<file path="config.mk">
export PLATFORM = sky130hd
export DESIGN_NAME = ps2_key_fifo
export DESIGN_NICKNAME = d
export VERILOG_FILES = /design/src/rtl/ps2_pkg.sv /design/src/rtl/key_fifo_fwft.sv /design/src/rtl/ps2_key_fifo.sv
export SDC_FILE = /design/constraint.sdc
export NUM_CORES = 1
export LEC_CHECK = 0
export CAP_MARGIN = 10
export CORE_MARGIN = 5
export CORE_UTILIZATION = 40
export CTS_BUF_LIST = sky130_fd_sc_hd__clkbuf_8
export DETAILED_ROUTE_END_ITERATION = 8
export PLACE_DENSITY = 0.65
export SETUP_SLACK_MARGIN = 0.4
export SLEW_MARGIN = 20
export SYNTH_ARGS = -nofsm -noshare
export SYNTH_HDL_FRONTEND = slang
export SYNTH_SLANG_ARGS = --single-unit
</file>
<file path="constraint.sdc">
create_clock -name clk -period 3.65 [get_ports clk]
set_input_delay 0.73 -clock clk [delete_from_list [all_inputs] [get_ports clk]]
set_output_delay 0.73 -clock clk [all_outputs]
set_load 0.01 [all_outputs]
</file>
<file path="src/rtl/ps2_pkg.sv">
// Shared PS/2 set-2 definitions: prefix bytes, discard codes, key-word layout
// and parser state encoding.
package ps2_pkg;

  localparam logic [7:0] PS2_EXT = 8'hE0;
  localparam logic [7:0] PS2_BRK = 8'hF0;

  localparam int KEY_W        = 10;
  localparam int KEY_EXT      = 9;
  localparam int KEY_BRK      = 8;
  localparam int KEY_CODE_MSB = 7;
  localparam int KEY_CODE_LSB = 0;

  typedef struct packed {
    logic       ext;
    logic       brk;
    logic [7:0] code;
  } key_word_t;

  typedef enum logic [1:0] {
    ST_IDLE    = 2'd0,
    ST_EXT     = 2'd1,
    ST_BRK     = 2'd2,
    ST_EXT_BRK = 2'd3
  } ps2_state_t;

  // Keyboard status/ack bytes that never form part of a key word.
  function automatic logic is_discard(input logic [7:0] b);
    case (b)
      8'hFA, 8'hAA, 8'hEE, 8'hFE, 8'h00, 8'hFF: return 1'b1;
      default:                                   return 1'b0;
    endcase
  endfunction

endpackage

</file>
<file path="src/rtl/key_fifo_fwft.sv">
// Generic first-word-fall-through FIFO with occupancy count; the head word is
// presented combinationally and reads zero while the FIFO is empty.
module key_fifo_fwft #(
  parameter int DEPTH = 8,
  parameter int AW    = 3,
  parameter int W     = 10
) (
  input  logic          clk,
  input  logic          rst,
  input  logic          wr_en,
  input  logic [W-1:0]  wr_data,
  input  logic          rd_en,
  output logic [W-1:0]  rd_data,
  output logic          empty,
  output logic          full,
  output logic [AW:0]   count
);

  logic [W-1:0]  mem [DEPTH];
  logic [AW-1:0] wr_ptr;
  logic [AW-1:0] rd_ptr;
  logic          do_push;
  logic          do_pop;

  assign empty   = (count == '0);
  assign full    = (count == (AW+1)'(DEPTH));
  assign do_pop  = rd_en && !empty;
  // A simultaneous pop frees the slot, so a push into a full FIFO still lands.
  assign do_push = wr_en && (!full || do_pop);
  assign rd_data = empty ? '0 : mem[rd_ptr];

  // NOTE: storage carries no reset; count gates every read, so stale contents are never visible.
  always_ff @(posedge clk) begin
    if (do_push) mem[wr_ptr] <= wr_data;
  end

  always_ff @(posedge clk or posedge rst) begin
    if (rst) begin
      wr_ptr <= '0;
      rd_ptr <= '0;
      count  <= '0;
    end else begin
      if (do_push) wr_ptr <= wr_ptr + 1'b1;
      if (do_pop)  rd_ptr <= rd_ptr + 1'b1;
      case ({do_push, do_pop})
        2'b10:   count <= count + 1'b1;
        2'b01:   count <= count - 1'b1;
        default: count <= count;
      endcase
    end
  end

endmodule

</file>
<file path="src/rtl/ps2_key_fifo.sv">
// PS/2 set-2 byte-stream parser feeding a FWFT key-word queue polled by the CPU.
// Prefix bytes are folded into {ext, brk, code} words; stale prefixes time out.
module ps2_key_fifo
  import ps2_pkg::*;
#(
  parameter int DEPTH        = 8,
  parameter int AW           = 3,
  parameter int TIMEOUT      = 2000000,
  parameter int FILTER_BREAK = 0
) (
  input  logic             clk,
  input  logic             rst,
  input  logic [7:0]       byte_in,
  input  logic             byte_valid,
  input  logic             key_rd,
  input  logic             clr_ovf,
  output logic [KEY_W-1:0] key_out,
  output logic             key_ready,
  output logic [AW:0]      key_count,
  output logic             overflow
);

  localparam int TW = $clog2(TIMEOUT);

  ps2_state_t    state;
  ps2_state_t    state_next;
  logic [TW-1:0] to_cnt;
  logic          timeout_hit;
  logic          push;
  key_word_t     word;
  logic          fifo_empty;
  logic          fifo_full;

  assign timeout_hit = (state != ST_IDLE) && (to_cnt == TW'(TIMEOUT - 1));

  // NOTE: every signal driven here gets a default first so no latch is inferred.
  always_comb begin
    state_next = state;
    push       = 1'b0;
    word.ext   = (state == ST_EXT) || (state == ST_EXT_BRK);
    word.brk   = (state == ST_BRK) || (state == ST_EXT_BRK);
    word.code  = byte_in;
    if (byte_valid) begin
      if (byte_in == PS2_EXT) begin
        state_next = ST_EXT;
      end else if (byte_in == PS2_BRK) begin
        state_next = word.ext ? ST_EXT_BRK : ST_BRK;
      end else if (is_discard(byte_in)) begin
        state_next = ST_IDLE;
      end else begin
        state_next = ST_IDLE;
        push       = !((FILTER_BREAK != 0) && word.brk);
      end
    end else if (timeout_hit) begin
      state_next = ST_IDLE;
    end
  end

  // NOTE: state registers use non-blocking assignments so all flops update together.
  always_ff @(posedge clk or posedge rst) begin
    if (rst) begin
      state <= ST_IDLE;
    end else begin
      state <= state_next;
    end
  end

  always_ff @(posedge clk or posedge rst) begin
    if (rst) begin
      to_cnt <= '0;
    end else if (byte_valid || timeout_hit || state == ST_IDLE) begin
      to_cnt <= '0;
    end else begin
      to_cnt <= to_cnt + 1'b1;
    end
  end

  // Drop condition mirrors the FIFO: full and no pop to make room; set beats clear.
  always_ff @(posedge clk or posedge rst) begin
    if (rst) begin
      overflow <= 1'b0;
    end else if (push && fifo_full && !key_rd) begin
      overflow <= 1'b1;
    end else if (clr_ovf) begin
      overflow <= 1'b0;
    end
  end

  key_fifo_fwft #(
    .DEPTH (DEPTH),
    .AW    (AW),
    .W     (KEY_W)
  ) u_fifo (
    .clk     (clk),
    .rst     (rst),
    .wr_en   (push),
    .wr_data (word),
    .rd_en   (key_rd),
    .rd_data (key_out),
    .empty   (fifo_empty),
    .full    (fifo_full),
    .count   (key_count)
  );

  assign key_ready = !fifo_empty;

endmodule
</file>
==> flow_summary_export.csv, run 1 <==
group,metric,value,unit
power_and_ir_drop,finalPower,4.31,mW
logic_synthesis,ys_ff_latch,114,
timing,hold_viol,0,
logic_synthesis,postSynthAreaPerCell,15.3,um2
placement,gp_congestion,0.822,
worst_setup_path,start_kind,"flop",
global_routing,grt_pass1_vias,2982,
logic_synthesis,synth_edf_count,80,
clocking,cts_root_buf,"clkbuf_8",
timing,fin_skew,0.0116,ns
clocking,cts_max_level,4,
placement,place.port_buffers,28,
layout,num-nets-final,397,
placement,placedCellCount,527,
routing,drc_errors,0,
die,core,12100,um2
hold_path,hold_start,"to_cnt[0]",
timing,fmax,330,MHz
clocking,clock-sinks,114,
clocking,numCtsBuffers,17,
global_routing,grt_usage,14.8,%
die,die_h,121,um
logic_synthesis,ys_async_sr_fraction,29.8,%
power_and_ir_drop,power_density,713,nW/um2
timing,setup_viol_count_final,0,
routing,wl_per_cell,17.9,um
timing,report.final.slew_viol_count,0,
logic_synthesis,synth_most_common_cell,"edfxtp_1",
logic_synthesis,synth_area,4960,um2
timing,period_share,83.0,%
worst_setup_path,cp_cell_sequence,"buf_12 > mux4_2 > mux2i_1 > nor2_1 > clkdlybuf4s50_1",
routing,postRouteAntennaNets,0,
hold_path,hp-class,"reg -> reg",
logic_synthesis,yosys_most_used_dff,"edfxtp_1",
logic_synthesis,synthCells,324,
layout,diodes,0,
worst_setup_path,worst_setup_path_end_kind,"output port",
layout,layout-drive-gt1-share,22.0,%
clocking,cts_setup_buffers,0,
placement,place_hpwl,6350,um
timing,hold_ws,0.490,ns
clocking,clockBufferDepth,2,
timing,min_period,3.03,ns
logic_synthesis,synth_top_cells_by_count,"80 x edfxtp_1, 34 x dfrtp_1, 27 x nor2_1",
timing,rsz0062_at_grt,"no",
logic_synthesis,syn_nets,343,
worst_setup_path,slowest_stage,"mux4_2",
global_routing,grt_pass1_wl,16200,um
worst_setup_path,crit_path_max_incr_delay,0.52,ns
timing,finalSetupTns,0,ns
logic_synthesis,synth_top_area_cell,"edfxtp_1",
clocking,clk_pin_slew_worst_paths,0.07,ns
die,die_area,14700,um2
logic_synthesis,synth_cell_type_count,47,
logic_synthesis,yosys_warnings,0,
routing,via_count,2919,
clocking,clkLatencyLatePin,0.43,ns
routing,dr.pass1.iters,5,
timing,tightest_slew,0.726,ns
die,start_util,41.1,%
worst_setup_path,path_delay_family,"multiplexers",
global_routing,grt_overflow,0,
clocking,cts_tree,"yes",
logic_synthesis,yosysSeqAreaShare,65.6,%
worst_setup_path,path_buf_inv,2,
global_routing,grt_max_degree,35,
power_and_ir_drop,ir_worst_vdd,0.316,mV
logic_synthesis,yosys-top-cells-area,"edfxtp_1 48%, dfrtp_1 17%, mux4_2 9.1%",
worst_setup_path,required,2.92,ns
routing,routed_via_density,5.22,
run_status,status,"finished, final reports clean",
run,maxCapViolCount,0,
die,ios,29,
layout,stdcell_count,559,
worst_setup_path,crit_fanout,22,
power_and_ir_drop,power.leakage,2.14,nW
logic_synthesis,yosysTopAreaCellShare,48.5,%
timing,relSlewSlack,51.6,%
routing,drt-total-wl,10000,um
die,die_w,121,um
worst_setup_path,startpoint,"u_fifo.rd_ptr[0]",
global_routing,antenna_found_initial,0,
routing,first_iter_violations,182,
die,rows,40,
worst_setup_path,reg2reg_from,"u_fifo.count[1]",
worst_setup_path,path_class,"reg -> out",
layout,area_growth,21.8,%
layout,fin_util,50.0,%
worst_setup_path,worstPathArrival,2.30,ns
-- cells by family (layout without fill, tap and decap cells) --
logic type / count (synthesis) / after routing / synth area share [%]
buf+inv: 25 / 92 / 2.09
simple gates: 95 / 95 / 11.3
mux: 33 / 33 / 11.8
xor+xnor: 22 / 22 / 3.89
compound gates: 29 / 29 / 3.79
flops: 114 / 114 / 65.6
fa+ha+maj: 6 / 6 / 1.51
-- per-layer routing --
metal,GRT usage (%),share of wire [%],vias up
li1,-,-,1370
met3,5.13,5.6,8
met1,19.4,45,1464
met4,5.25,0.89,0
met2,22.8,49,77
met5,0,0,-
-- area by class of cell --
type,count,area (um2)
inverter,10,37.5
multi-input combinational,185,1640
timing repair buffer,50,458
clock buffer,17,234
sequential,114,3250
tap,168,210
fill,1035,6030
clock inverter,15,205
-- final timing paths --
path	endpoint	slack (ns)	depth (start not counted)
max in group asynchronous	state[1]	2.63	3
min	to_cnt[0]	0.49	1
min reg2reg	to_cnt[0]	0.49	1
min in group asynchronous	to_cnt[3]	0.69	3
max	key_out[6]	0.62	5
max reg2reg	u_fifo.count[2]	1.08	11
-- stage by stage --
| step | instance area [um2] | worst slack, ns |
|---|---|---|
| after detailed placement | 5580 | 0.348 |
| after global routing | 6040 | 0.445 |
| after floorplan | 4960 | 0.636 |
| after CTS | 6030 | 0.474 |
| after global placement | 5580 | 0.381 |
| final | 6040 | 0.620 |
-- registers in the layout (all words and copies together), names as in the netlist --
signal and cells:
u_fifo.mem 80, to_cnt 21, u_fifo.count 4, u_fifo.rd_ptr 3, u_fifo.wr_ptr 3, state 2
overflow 1
-- cells in the final DEF, fill, tap and decap left out, types with 2 or more instances in the layout --
master	synthesis	layout
nor3b_1	2	2
or4_1	6	6
nand4_1	5	5
nand2_1	11	11
xor2_1	13	13
and4_1	4	4
and3_1	3	3
or3_1	2	2
mux2_2	2	2
nand4bb_1	2	2
ha_1	6	6
edfxtp_1	80	80
nor4b_2	0	2
inv_6	0	4
nor4b_1	5	3
dfrtp_1	34	34
o21bai_1	3	3
a21oi_1	10	10
inv_1	9	9
nor2_1	27	27
mux2i_1	10	10
xnor2_1	9	9
o21ai_0	4	4
nor3_1	6	6
nor4_2	1	5
bufinv_16	0	4
o2111ai_1	2	2
clkinv_4	0	4
o31ai_1	5	5
nor4_1	6	2
clkinv_1	0	2
nand3_1	5	5
clkbuf_8	0	17
buf_4	2	21
o22ai_1	2	2
mux4_2	20	20
nand3b_1	2	2
clkdlybuf4s50_1	0	28
-- report_power, final --
group	internal, mW	total (mW)	switching [mW]	leakage, nW
logic	0.700	1.27	0.568	0.741
registers	1.58	1.74	0.160	1.18
clock network	0.751	1.30	0.545	0.217
-- timing repair --
item                                    4_1_cts  5_1_grt
gates resized for setup                       1        3
endpoints found under the setup margin        2        4
hold buffers                                  0        0
hold endpoints to repair                      0        0
(Power assumes the default switching activity.)
==> inputs of run 2 (changes only) <==
clock period = 2.8 ns   (was 3.65 ns; I/O delays follow)
==> flow_summary_export.csv, run 2 (same netlist as run 1, synthesis figures left out) <==
group,metric,value,unit
layout,area_growth,26.1,%
timing,hold_viol,0,
die,die_h,121,um
layout,fin_util,51.8,%
worst_setup_path,r2r_slack,0.60,ns
die,die_area,14700,um2
clocking,clockBufferDepth,2,
timing,hold_ws,0.482,ns
placement,gp_congestion,0.805,
clocking,cts_max_level,4,
power_and_ir_drop,power_density,894,nW/um2
timing,period_share,91.6,%
power_and_ir_drop,p_sw_share,30.8,%
global_routing,grt_usage,15.2,%
power_and_ir_drop,clkPwrFrac,24.2,%
placement,pre_cts_ws,-0.203,ns
power_and_ir_drop,p_int,3.87,mW
routing,dr.pass1.iters,4,
worst_setup_path,crit_fanout,5,
layout,num-nets-final,415,
hold_path,hold_start,"to_cnt[0]",
worst_setup_path,crit_path_max_incr_delay,0.49,ns
layout,mostFrequentLayoutCell,"edfxtp_1",
timing,fin_skew,0.0138,ns
placement,place_hpwl,6410,um
clocking,clkLatencyLatePin,0.43,ns
global_routing,grt_pass1_vias,3123,
global_routing,antenna_found_initial,2,
layout,top_register,"u_fifo.mem",
timing,tightest_slew,0.457,ns
worst_setup_path,slowest_stage,"mux4_2",
placement,place.port_buffers,28,
worst_setup_path,start_kind,"flop",
worst_setup_path,worst_setup_path_end_kind,"output port",
global_routing,grt_max_degree,35,
die,start_util,41.1,%
timing,setup_viol_count_final,0,
routing,drc_errors,0,
clocking,clock-sinks,114,
hold_path,hold_end,"to_cnt[0]",
clocking,clk_pin_slew_worst_paths,0.07,ns
clocking,cts_root_buf,"clkbuf_8",
worst_setup_path,worstPathArrival,2.00,ns
worst_setup_path,required,2.24,ns
timing,min_period,2.56,ns
worst_setup_path,path_class,"reg -> out",
worst_setup_path,reg2reg_from,"u_fifo.count[3]",
worst_setup_path,cp_common_cell,"buf_6",
power_and_ir_drop,power.leakage,2.25,nW
timing,fin_ws,0.236,ns
die,die_w,121,um
worst_setup_path,worstReg2RegEnd,"u_fifo.count[2]",
layout,stdcell_count,577,
layout,n_fill_cell,1011,
routing,routed_via_density,5.13,
routing,drt-total-wl,10300,um
timing,relSlewSlack,69.5,%
layout,diodes,0,
die,ios,29,
layout,reg_top3,"u_fifo.mem (80), to_cnt (21), u_fifo.count (4)",
placement,placedCellCount,532,
hold_path,worstHoldPathCells,1,
power_and_ir_drop,p_comb_share,35.5,%
timing,fmax,390,MHz
layout,most-common-layout-cells,"80 x edfxtp_1, 30 x dfrtp_1, 27 x nor2_1",
run_status,status,"finished, final reports clean",
power_and_ir_drop,p_switching,1.72,mW
routing,via_count,2961,
timing,report.final.slew_viol_count,0,
hold_path,hp-class,"reg -> reg",
timing,rsz0062_at_grt,"yes",
clocking,cts_tree,"yes",
die,rows,40,
clocking,numCtsBuffers,17,
worst_setup_path,cp_cell_sequence,"buf_6 > buf_6 > buf_16 > mux4_2 > mux2i_1 > nor2_1 > buf_2",
global_routing,grt_pass1_wl,16700,um
routing,first_iter_violations,196,
run,maxCapViolCount,0,
routing,postRouteAntennaNets,0,
routing,wl_per_cell,17.8,um
power_and_ir_drop,p_seq_share,40.3,%
power_and_ir_drop,ir_worst_vdd,0.332,mV
layout,layout-drive-gt1-share,30.3,%
global_routing,grt_overflow,0,
layout,largest_reg_flops,80,
die,core,12100,um2
worst_setup_path,rr_worst_depth,10,
==> run 2: cell count changes in the layout (fill, tap and decap cells not counted), moves of 4 or more <==
cell             before  now
dfrtp_2               0    4
clkdlybuf4s50_1      28   11
buf_2                 0   10
inv_6                 4    0
dfrtp_1              34   30
buf_6                 0    4
buf_12                1    9
==> run 2: layout make-up <==
class                           instances  area, um2  area share, %
Timing Repair Buffer                   68        714           11.4
Inverter                               10       37.5          0.600
Clock inverter                         15        121           1.94
Multi-Input combinational cell        185       1680           26.8
Sequential cell                       114       3260           52.1
Tap cell                              168        210           3.36
Clock buffer                           17        234           3.74
==> run 2: repair_timing <==
item                                    4_1_cts  5_1_grt
setup buffers                                 8        2
hold buffers                                  0        0
cloned                                        3        0
endpoints found under the setup margin       13       14
resized for setup                            56       12
pin swaps                                     6        7
==> run 2: layer usage <==
metal | GRT usage (%) | vias to the layer above | share of wire [%] | wire length (um)
met5 | 0 | - | 0.24 | 25
met4 | 4.55 | 4 | 0.58 | 60
met3 | 5.50 | 8 | 4.2 | 430
met2 | 24.8 | 45 | 51 | 5240
met1 | 18.9 | 1506 | 44 | 4520
li1 | - | 1398 | - | -
==> run 2: stage by stage <==
stage	power [mW]	area (um2)	setup TNS, ns
2_1_floorplan	3.25	4960	-0.541
3_3_place_gp	4.05	5720	-1.01
3_5_place_dp	4.09	5720	-1.86
4_1_cts	5.61	6210	0
5_1_grt	5.91	6250	0
6_report	5.59	6250	0
==> run 2: power groups by stage <==
| stage | clock [mW] | combinational, mW | sequential (mW) |
|---|---|---|---|
| after global placement | 0 | 1.79 | 2.26 |
| after CTS | 1.39 | 1.98 | 2.25 |
| final | 1.35 | 1.98 | 2.25 |
| after floorplan | 0 | 1.03 | 2.22 |
| after detailed placement | 0 | 1.81 | 2.27 |
| after global routing | 1.46 | 2.16 | 2.28 |
==> run 2: worst max-delay path, delay by kind of cell (launching register included) <==
kind	cells	cell delay, ns
multiplexers	2	0.63
buffers and inverters	4	0.47
flip-flops	1	0.42
AND/OR/NAND/NOR	1	0.06
==> run 2: worst max-delay path by stage <==
stage,start,endpoint,cells past startpoint
finish,u_fifo.rd_ptr[0],key_out[4],7
global route,u_fifo.rd_ptr[0],key_out[8],6
CTS,u_fifo.rd_ptr[0],key_out[4],7
detailed placement,byte_in[5],u_fifo.count[2],11
global placement,byte_in[5],u_fifo.count[2],11
floorplan,byte_in[6],u_fifo.mem[4][0],5
